File: src/rtl/spi_slave_receiver.sv
// rtl/spi_slave_receiver.sv - LSB-first SPI frame receiver, oversampled in the clk domain
// Accepts only N_bit-bit frames; presents the word with an rvalid pulse or flags frame_err.
module spi_slave_receiver #(
  parameter int N_bit       = 96,
  parameter int SYNC_STAGES = 2
) (
  input  logic             clk,
  input  logic             nrst,
  input  logic             spi_sclk,
  input  logic             spi_csn,
  input  logic             spi_mosi,
  output logic [N_bit-1:0] rdata,
  output logic             rvalid,
  output logic             frame_err,
  output logic             busy
);

  localparam int CW = $clog2(N_bit + 2);
  localparam logic [CW-1:0] CNT_FULL = CW'(N_bit);
  localparam logic [CW-1:0] CNT_MAX  = CW'(N_bit + 1);

  typedef enum logic [1:0] {
    IDLE = 2'd0,
    RECV = 2'd1,
    DONE = 2'd2,
    ERR  = 2'd3
  } state_t;

  state_t state, state_next;

  logic [SYNC_STAGES-1:0] sclk_sync;
  logic [SYNC_STAGES-1:0] csn_sync;
  logic [SYNC_STAGES-1:0] mosi_sync;
  logic                   sclk_prev;
  logic                   csn_prev;
  logic [SYNC_STAGES:0]   fill;
  logic                   armed;

  logic             sclk_s;
  logic             csn_s;
  logic             mosi_s;
  logic             sclk_fall;
  logic             csn_fall;
  logic             csn_rise;
  logic             csn_fall_ok;

  logic [N_bit-1:0] shreg;
  logic [CW-1:0]    count;
  logic [CW-1:0]    count_inc;
  logic [CW-1:0]    count_eff;
  logic             clr;
  logic             shift_en;

  // Reset values of sclk/csn chains are 1 so reset release never looks like an edge.
  always_ff @(posedge clk or negedge nrst) begin
    if (!nrst) begin
      sclk_sync <= '1;
      csn_sync  <= '1;
      mosi_sync <= '0;
      sclk_prev <= 1'b1;
      csn_prev  <= 1'b1;
      fill      <= '0;
      armed     <= 1'b0;
    end else begin
      sclk_sync <= {sclk_sync[SYNC_STAGES-2:0], spi_sclk};
      csn_sync  <= {csn_sync[SYNC_STAGES-2:0], spi_csn};
      mosi_sync <= {mosi_sync[SYNC_STAGES-2:0], spi_mosi};
      sclk_prev <= sclk_sync[SYNC_STAGES-1];
      csn_prev  <= csn_sync[SYNC_STAGES-1];
      fill      <= {fill[SYNC_STAGES-1:0], 1'b1};
      // Only a csn high really sampled from the pin arms frame start, so csn held
      // low through reset cannot fake a falling edge once the reset values flush out.
      if (fill[SYNC_STAGES] && csn_prev && csn_sync[SYNC_STAGES-1])
        armed <= 1'b1;
    end
  end

  assign sclk_s      = sclk_sync[SYNC_STAGES-1];
  assign csn_s       = csn_sync[SYNC_STAGES-1];
  assign mosi_s      = mosi_sync[SYNC_STAGES-1];
  assign sclk_fall   = sclk_prev & ~sclk_s;
  assign csn_fall    = csn_prev & ~csn_s;
  assign csn_rise    = ~csn_prev & csn_s;
  assign csn_fall_ok = csn_fall & armed;

  assign count_inc = (count != CNT_MAX) ? count + CW'(1) : count;
  // A final sclk fall coinciding with csn rise still counts toward the length check.
  assign count_eff = sclk_fall ? count_inc : count;

  always_ff @(posedge clk or negedge nrst) begin
    if (!nrst)
      state <= IDLE;
    else
      state <= state_next;
  end

  always_comb begin
    state_next = state;
    clr        = 1'b0;
    shift_en   = 1'b0;
    case (state)
      IDLE: begin
        if (csn_fall_ok) begin
          state_next = RECV;
          clr        = 1'b1;
        end
      end
      RECV: begin
        shift_en = sclk_fall;
        if (csn_rise)
          state_next = (count_eff == CNT_FULL) ? DONE : ERR;
      end
      DONE, ERR: begin
        if (csn_fall_ok) begin
          state_next = RECV;
          clr        = 1'b1;
        end else begin
          state_next = IDLE;
        end
      end
      default: state_next = IDLE;
    endcase
  end

  always_ff @(posedge clk or negedge nrst) begin
    if (!nrst) begin
      shreg     <= '0;
      count     <= '0;
      rdata     <= '0;
      rvalid    <= 1'b0;
      frame_err <= 1'b0;
    end else begin
      if (clr) begin
        shreg <= '0;
        count <= '0;
      end else if (shift_en) begin
        shreg <= {mosi_s, shreg[N_bit-1:1]};
        count <= count_inc;
      end
      if (state == DONE)
        rdata <= shreg;
      rvalid    <= (state == DONE);
      frame_err <= (state == ERR);
    end
  end

  assign busy = (state == RECV);

endmodule

File: config.mk
export PLATFORM = sky130hd
export DESIGN_NAME = spi_slave_receiver
export DESIGN_NICKNAME = d
export VERILOG_FILES = /design/src/rtl/spi_slave_receiver.sv
export SDC_FILE = /design/constraint.sdc
export NUM_CORES = 1
export LEC_CHECK = 0
export ABC_CLOCK_PERIOD_IN_PS = 1400
export BUFFER_PORTS_ARGS = -buffer_cell sky130_fd_sc_hd__buf_2
export CORE_MARGIN = 3
export CORE_UTILIZATION = 54
export CTS_BUF_LIST = sky130_fd_sc_hd__clkbuf_4 sky130_fd_sc_hd__clkbuf_8
export CTS_CLUSTER_DIAMETER = 40
export DETAILED_ROUTE_END_ITERATION = 8
export GPL_TIMING_DRIVEN = 0
export HOLD_SLACK_MARGIN = 0.15
export PLACE_DENSITY = 0.87
export SETUP_SLACK_MARGIN = 0.2
export SYNTH_ARGS = -nofsm -noshare
export SYNTH_HDL_FRONTEND = slang
export SYNTH_SLANG_ARGS = --single-unit
File: constraint.sdc
create_clock -name clk -period 1.4 [get_ports clk]
set_input_delay 0.21 -clock clk [delete_from_list [all_inputs] [get_ports clk]]
set_output_delay 0.21 -clock clk [all_outputs]
set_load 0.005 [all_outputs]
==> summary.md, run 1 <==
The slew at the pin with the worst max-slew slack is 0.593 ns. Summed over all instances, the cell type with the most area after synthesis is sky130_fd_sc_hd__dfrtp_1. The run gives 3190 um2 as the area occupied by multi-input gates. Sorting the synthesized cells by area gives the leading types as sky130_fd_sc_hd__dfrtp_1, sky130_fd_sc_hd__nand2_1, sky130_fd_sc_hd__a22o_1. The tools report the required time at the endpoint of the critical path as 1.84 ns. The run gives 43 as the placement row count. The tools report the start point of the critical path as csn_sync[1]$_DFF_PN1_.

At the later pin of the worst-skew pair, clock insertion delay measures 0.52 ns. The worst pin sits at a relative slew slack of 60.5%. Summing the areas of all and, or, nand and nor instances in the mapped netlist gives 16.2% of the synthesized area.

The width of the chip was 127 um; the standard cell core area was 14100 um2. Measured along the y axis, the die boundary spans 127 um. Clock tree synthesis selected as its root buffer the cell sky130_fd_sc_hd__clkbuf_8. CTS built an H-tree with a depth of 2. The count of inserted antenna diode cells was 0. The cell count after synthesis came out at 710. In the final design database the tool counted 1002 nets. From synthesis to final layout, the design area changed by 56.6%. Cell internal power was estimated by the tool at 10.5 mW. The congestion estimate from routability-driven global placement came to 0.812.

Across all layers, the routed design uses 7065 vias. The relative contribution of combinational cells to total power is 10.9%. For this configuration, the core starts out at a cell density of 56.2%. Commonest register cell after synthesis: sky130_fd_sc_hd__dfrtp_1. The floorplan die area was 16200 um2; the clock-pin slew on the worst setup and hold paths was 0.07 ns. In this run the static leakage power is 7.35 nW. The portion of synthesized area spent on multiplexers is 0.126%. The tools report the sink count of the clock tree as 215. The post-synth design cell area is 7930 um2, and the number of hold violations in the final report is 0. The sum of overflow across all layers after global routing is 0, and the wire length of the first global-routing pass is 34900 um. The run gives 576 as the number of inserted filler cells in the final layout. Sequential cells account for 46.5% of the total power. For this run, design rule violations remaining after detail routing come to 0.

Yosys printed 0 warnings. STA classifies the critical path startpoint as a flop. The worst register-to-register path has a setup slack of -0.22 ns.

For this block, the initial DRC count from the detailed router was 580. Counting every net in the synthesized netlist gives 717. For the largest clock skew in the final design, the log shows 0.0305 ns. The final number of max-transition violations is 0, and the top-area cell type share of the netlist area is 66.0%.

The final non-filler cell area is 12400 um2, and the post-synthesis sequential element count is 215. Together, buffers and inverters on the worst path number 2. For the maximum vdd ir drop, the log shows 0.000869 V. The count of flip-flops with a built-in enable after synthesis works out to 0. The cell with the most instances after synthesis was sky130_fd_sc_hd__nand2_1. Counting instances, the worst hold path has a depth of 0. In the final layout, the share of cells above drive strength 1 is 54.9%. Grouping stages by cell kind, the critical path spends the most delay in flip-flops. The synthesized netlist devotes 12.3% of its cell area to compound gates. The switching part of the total power works out to 25.3%.

The tightest min-delay check is of the reg2reg type. The flow ran to the end, but the final reports show violations. TritonCTS built the clock tree.

The average detailed-routed wire length per instance is 22.2 um. Final setup violation count: 192. Of all flip-flops after synthesis, the portion carrying an async set or reset was 100%. Once detail routing completed, the nets flagged for antenna violations numbered 0.

The number of global-route vias before repair came out at 6853. Sequential cell area: 5390 um2. The synthesized netlist devotes 0.316% of its cell area to adder and majority cells.

Entering global routing, the biggest net connects 132 pins. Total power divided by cell area: 1140 nW/um2. Sorting the synthesized cells by how often they occur yields sky130_fd_sc_hd__nand2_1, sky130_fd_sc_hd__dfrtp_1, sky130_fd_sc_hd__a22o_1. The run gives 26600 um as the aggregate routed wire length.

The detailed-route vias per instance was 5.89; the count of unique library cells instantiated by Yosys was 41. No sink is reached through more buffers than the 3 on the longest clock path. On the critical path, the stage with the largest delay is an instance of sky130_fd_sc_hd__dfstp_2. In this run the power spent charging and discharging nets is 3.57 mW.

The setup path with the least slack is of type reg2reg. Summing all placed instances gives a cell area of 8930 um2. The share of the Yosys chip area taken by registers is 68.0%. The run gives 0.346 ns as the worst hold-check slack. The largest family of logic cells by synthesized area was simple AND/OR/NAND/NOR gates.

The tools report the endpoint of the worst register-to-register path as shreg[63]$_DFFE_PN0P_. For the smallest setup slack after layout, the log shows -0.219 ns. The final critical path takes up 116% of the cycle. The critical path ends at shreg[63]$_DFFE_PN0P_.

The synthesized netlist devotes 0.221% of its cell area to XOR and XNOR gates. The max-cap violation count is 0, and the first-pass detailed-route iteration total is 4. For the worst endpoint data arrival time, the log shows 2.05 ns.

The number of buffer cells added on primary ports works out to 103. The signal on the critical path passes through and3b_2, a21oi_4, buf_12, buf_6, a22o_1. The critical-path maximum fanout was 10; the CTS buffer count was 35. The synthesized area per cell was 11.2 um2; the stage delay of the slowest cell on the critical path was 0.52 ns. The total global-route track usage was 26.9%; the logic depth of the worst register-to-register path was 5. The total stage count of the critical path works out to 5. The placed wire-length estimate was 10700 um. The checks that failed: negative setup slack.

The worst register-to-register path begins at csn_sync[1]$_DFF_PN1_. The routed design could run at a clock period as short as 1.62 ns. Setup repair after global routing could not meet its margin everywhere. Derived from the worst setup path, the maximum achievable clock frequency is 0.618 GHz. The run gives 0 as the initial antenna violation count.

The endpoint class of the critical path was a flop. For this run, the share of the core covered by cells in the final layout is 88.0%. The tools report the number of top-level pins as 104.

The portion of total power attributed to the clock network was 42.6%.
-- cell families (layout without fill, tap and decap cells) --
logic type / Yosys count / in the layout
AO/OA/AOI/OAI: 118 / 118
XOR/XNOR: 2 / 2
adder cells (fa/ha/maj): 2 / 2
buffers and inverters: 52 / 362
flip-flops: 215 / 215
multiplexers: 1 / 1
other: 1 / 1
AND/OR/NAND/NOR: 319 / 319
-- flip-flops by register name, summed over array words and instances (netlist names) --
name       count
state          2
csn_prev       1
csn_sync       2
sclk_sync      2
armed          1
rvalid         1
sclk_prev      1
mosi_sync      2
count          7
fill           3
shreg         96
frame_err      1
rdata         96
-- cell usage in the layout, fill, tap and decap left out, types with 5 or more instances in the layout --
cell / netlist / routed
sky130_fd_sc_hd__nand2_4: 0 / 64
sky130_fd_sc_hd__buf_16: 0 / 7
sky130_fd_sc_hd__a22o_1: 96 / 96
sky130_fd_sc_hd__buf_12: 0 / 13
sky130_fd_sc_hd__clkbuf_8: 0 / 52
sky130_fd_sc_hd__buf_4: 0 / 102
sky130_fd_sc_hd__dfstp_2: 6 / 6
sky130_fd_sc_hd__buf_6: 0 / 31
sky130_fd_sc_hd__clkbuf_16: 0 / 14
sky130_fd_sc_hd__clkbuf_4: 0 / 13
sky130_fd_sc_hd__dfrtp_1: 209 / 206
sky130_fd_sc_hd__buf_8: 0 / 16
sky130_fd_sc_hd__nand2_2: 0 / 115
sky130_fd_sc_hd__nand2_1: 292 / 113
sky130_fd_sc_hd__dlygate4sd3_1: 0 / 5
sky130_fd_sc_hd__buf_2: 24 / 98
-- how the worst min path moves through the flow --
| stage | start | to | slack, ns |
|---|---|---|---|
| floorplan | nrst | armed$_DFFE_PN0P_ | -0.09 |
| global placement | spi_csn | csn_sync[0]$_DFF_PN1_ | 0.31 |
| detailed placement | nrst | rvalid$_DFF_PN0_ | -0.009 |
| CTS | spi_sclk | sclk_sync[0]$_DFF_PN1_ | 0.32 |
| global route | spi_mosi | mosi_sync[0]$_DFF_PN0_ | 0.35 |
| finish | fill[1]$_DFF_PN0_ | fill[2]$_DFF_PN0_ | 0.35 |
-- metal layers --
metal  up-vias  global-route usage (%)  wire length, um
met4         0                    10.9             1240
met3       115                    4.64             1480
li1       2946                       -                -
met5         -                       0                0
met1      3641                    34.1             9820
met2       363                    46.3            14100
-- cell type report --
| class | instances | share of cell area, % |
|---|---|---|
| Multi-Input combinational cell | 443 | 25.7 |
| Clock inverter | 5 | 0.434 |
| Sequential cell | 215 | 43.4 |
| Clock buffer | 57 | 5.77 |
| Timing Repair Buffer | 248 | 16.8 |
| Inverter | 6 | 0.333 |
| Buffer | 46 | 5.74 |
| Tap cell | 180 | 1.81 |
-- stage by stage --
step           setup WS (ns)  TNS [ns]  instances  power [mW]
6_report              -0.219    -19.06       1200        14.1
4_1_cts               -0.133    -11.29       1155        13.7
5_1_grt               -0.266    -29.06       1200        14.6
3_5_place_dp          -0.254    -28.24        995        7.53
2_1_floorplan        -0.0786     -2.97        710        7.16
3_3_place_gp           -3.29   -721.98        993        7.47
-- power by group through the flow --
stage	Clock (mW)	Sequential (mW)	Combinational, mW
after floorplan	0	6.61	0.555
final	6.01	6.56	1.54
after detailed placement	0	6.64	0.892
after CTS	5.91	6.51	1.28
after global placement	0	6.64	0.830
after global routing	6.33	6.58	1.65
-- what timing repair did --
item | 4_1_cts | 5_1_grt
endpoints found under the hold margin | 135 | 0
gates resized for setup | 199 | 194
hold buffers | 5 | 0
cloned | 15 | 7
pin swaps | 100 | 94
buffers inserted | 78 | 38
setup endpoints to repair | 300 | 383
(Power assumes the default switching activity.)
==> run 2: changes to the inputs <==
SKIP_CTS_REPAIR_TIMING = 1   (was not set)
==> run 2 against run 1 <==
The flow still finishes with violations (negative setup slack). Sequential power is essentially flat. Die area is the same. Non-clock buffer count shrank 62. Routed wire length shrank 26%. Utilization shrank 9.7 points. Clock power shrank 3%. Global-route usage shrank 5.9 points. Total power shrank 3.0%. Clock skew shrank 0.013 ns. Flip-flop and latch count is the same. Critical path type unchanged. Largest power group unchanged. Highest routed layer unchanged.
==> summary.md, run 2 (synthesis gave the netlist of run 1 again) <==
The flow ran to the end, but the final reports show violations. The checks that failed: negative setup slack. The met2 demand-to-capacity share in global routing was 33.5% (-13 points); the aggregate routed wire length was 19800 um (-26%).

The endpoint of the worst register-to-register path was shreg[51]$_DFFE_PN0P_. The run gives 42.6% (about the same) as the portion of total power attributed to the clock network. The placement row count is 43 (unchanged), and the stage delay of the slowest cell on the critical path is 0.54 ns (+0.02 ns).

The maximum vdd ir drop came out at 0.000906 V (+4.3%). The number of buffer cells added on primary ports works out to 103 (unchanged). The tools report the first-pass detailed-route iteration total as 7 (+3).

The slew at the pin with the worst max-slew slack is 0.629 ns (+0.0362 ns), and the post-route DRC violation count is 0 (unchanged). The worst hold path terminates at fill[1]$_DFF_PN0_. For the sink count of the clock tree, the log shows 215 (unchanged).

The final antenna-violating net count came out at 0 (unchanged). The relative contribution of combinational cells to total power came out at 9.5% (-1.4 points). The sum of overflow across all layers after global routing is 0 (unchanged). For the initial antenna violation count, the log shows 0 (unchanged). The critical register-to-register path startpoint was csn_sync[1]$_DFF_PN1_.

The area growth from synthesis to layout is 39.3%. The logs give 2.02 ns (-0.03 ns) for the worst endpoint data arrival time and -13.58 ns (+5.48 ns) for the total negative slack for setup checks. The number of global-route vias before repair is 5645 (-18%). The detailed-route via count was 6185 (-12%); the vertical extent of the die was 127 um (unchanged). The utilization after layout came out at 78.3% (-9.7 points).

The slowest cell on the critical path was sky130_fd_sc_hd__dfstp_2. The post-place setup slack was -0.254 ns (unchanged); the final number of max-transition violations was 0 (unchanged). After global routing, the most crowded layer is met2. The width of the chip is 127 um (unchanged). The maximum buffer depth of the clock tree was 3 (unchanged); the overall power after layout was 13.7 mW (-3.0%).

Placed wire-length estimate: 10700 um (unchanged). Walking the worst path, the cells encountered are and3b_2, a21oi_4, buf_12, buf_6, a22o_1. The number of nets in the final layout was 940 (-6.2%).

The smallest setup slack after layout is -0.180 ns (+0.0381 ns). The library cells used most frequently in the layout, excluding fill and tap cells, are sky130_fd_sc_hd__nand2_1, sky130_fd_sc_hd__dfrtp_1, sky130_fd_sc_hd__buf_2. The clock-pin slew on the worst setup and hold paths was 0.06 ns (about the same); the initial DRC count was 410 (-29%).

The highest clock frequency the design can meet was 0.633 GHz (+2.4%); the clock insertion delay at the later pin of the skew report was 0.51 ns (about the same). The worst setup path is captured at a flop. The number of inserted filler cells in the final layout is 815 (+41%).

The total power divided by cell area was 1240 nW/um2 (+9.1%); the number of top-level pins was 104 (unchanged). The required time at the endpoint of the critical path is 1.84 ns (about the same), and the detailed-route vias per instance is 5.43 (-7.7%). The share of cells above drive strength 1 was 38.4% (-16 points); the net switching component of the power was 3.26 mW (-8.5%). The critical path in this run is classified as reg2reg.

The critical-path maximum fanout is 10 (unchanged). TritonCTS built the clock tree. CTS placed an instance of sky130_fd_sc_hd__clkbuf_8 at the clock tree root. The worst min-delay path class is reg2reg. The largest registers in the layout are rdata x96, shreg x96, count x7. The time the worst path needs with I/O delays and setup was 1.58 ns (-0.0381 ns); the leakage power total was 6.08 nW (-17%). For the internal power consumption, the log shows 10.4 mW (-1.1%). The met3 layer usage reported by global route was 4.77% (+0.13 points); the average detailed-routed wire length per instance was 17.4 um (-22%).

The largest clock skew in the final design came out at 0.0174 ns (-0.0132 ns). The tools report the number of H-tree levels as 2 (unchanged). The tools report the floorplan die area as 16200 um2 (unchanged). The max-cap violation count is 0 (unchanged).

Setup repair after global routing could not meet its margin everywhere. The logs give 29.1% (-4.9 points) for the met1 layer usage reported by global route and 14100 um2 (unchanged) for the standard cell core area. The share of the clock period used by the worst path was 113% (-2.7 points); the number of hold violations in the final report was 0 (unchanged). For the count of inserted antenna diode cells, the log shows 0 (unchanged). The CTS buffer count is 35 (unchanged). The total global-route track usage was 21.0% (-5.9 points). The startpoint identified for the worst hold timing path is fill[0]$_DFF_PN0_. The worst setup path is launched from a flop.

The number of cells traversed by the worst hold path was 0 (unchanged). The logic depth of the worst register-to-register path came out at 5 (unchanged). The wire length of the first global-routing pass is 27800 um (-20%). Most frequent standard cell in the layout excluding fill and tap cells: sky130_fd_sc_hd__nand2_1. The switching part of the total power came out at 23.8% (-1.5 points).

For the starting density of the core, the log shows 56.2% (unchanged). The final setup violation count is 103 (-46%), and the max-slew headroom at the worst pin is 58.0% (-2.4 points). The register-to-register path setup slack is -0.18 ns (+0.04 ns), and the final non-filler cell area is 11000 um2 (-11%). The run gives 47.9% (+1.4 points) as the share of total power in sequential cells. Post-placement cell area: 8930 um2 (unchanged).

For the final RePlAce weighted congestion, the log shows 0.812 (unchanged). The pin count of the biggest net entering global routing came out at 132 (unchanged).
run 2: power by group through the flow:
stage | clock (mW) | sequential, mW | combinational (mW)
global placement | 0 | 6.64 | 0.830
CTS | 5.91 | 6.53 | 0.893
finish | 5.84 | 6.55 | 1.31
detailed placement | 0 | 6.64 | 0.892
floorplan | 0 | 6.61 | 0.555
global route | 6.25 | 6.57 | 1.42
run 2: worst max path at each step:
stage                       endpoint  slack [ns]             startpoint  cells past startpoint
6_report       shreg[51]$_DFFE_PN0P_       -0.18  csn_sync[1]$_DFF_PN1_                      5
4_1_cts         rdata[5]$_DFFE_PN0P_       -0.27   state[0]$_DFFE_PN0P_                      6
3_5_place_dp    rdata[5]$_DFFE_PN0P_       -0.25   state[0]$_DFFE_PN0P_                      6
2_1_floorplan   state[0]$_DFFE_PN0P_       -0.08   count[2]$_DFFE_PN0P_                      5
5_1_grt         state[0]$_DFFE_PN0P_       -0.26   count[2]$_DFFE_PN0P_                      5
3_3_place_gp   rdata[86]$_DFFE_PN0P_       -3.29                   nrst                      1
run 2: layout make-up:
type / instances / area, um2 / share of cell area, %
sequential: 215 / 5390 / 48.8
timing repair buffer: 186 / 1420 / 12.9
clock buffer: 57 / 716 / 6.48
inverter: 6 / 37.5 / 0.340
multi-input combinational: 443 / 2580 / 23.4
buffer: 46 / 614 / 5.56
clock inverter: 5 / 53.8 / 0.487
tap: 180 / 225 / 2.04
run 2: routing by layer:
| layer | part of all wire (%) | up-vias | routed length [um] |
|---|---|---|---|
| met4 | 1.9 | 0 | 378 |
| met1 | 42 | 3103 | 8320 |
| li1 | - | 2824 | - |
| met3 | 5.0 | 37 | 994 |
| met2 | 51 | 221 | 10100 |
| met5 | 0 | - | 0 |
run 2: through the flow:
step / instances / hold WS [ns]
after floorplan: 710 / -0.0856
after global placement: 993 / 0.315
after detailed placement: 995 / -0.00885
after CTS: 1057 / -0.560
after global routing: 1138 / 0.352
final: 1138 / 0.347
run 2: worst max-delay path, delay by kind of cell, from the launching register on:
| kind | cells | cell delay, ns |
|---|---|---|
| AOI/OAI and AO/OA | 2 | 0.41 |
| DFF | 1 | 0.54 |
| and+or+nand+nor | 1 | 0.23 |
| buffers and inverters | 2 | 0.36 |
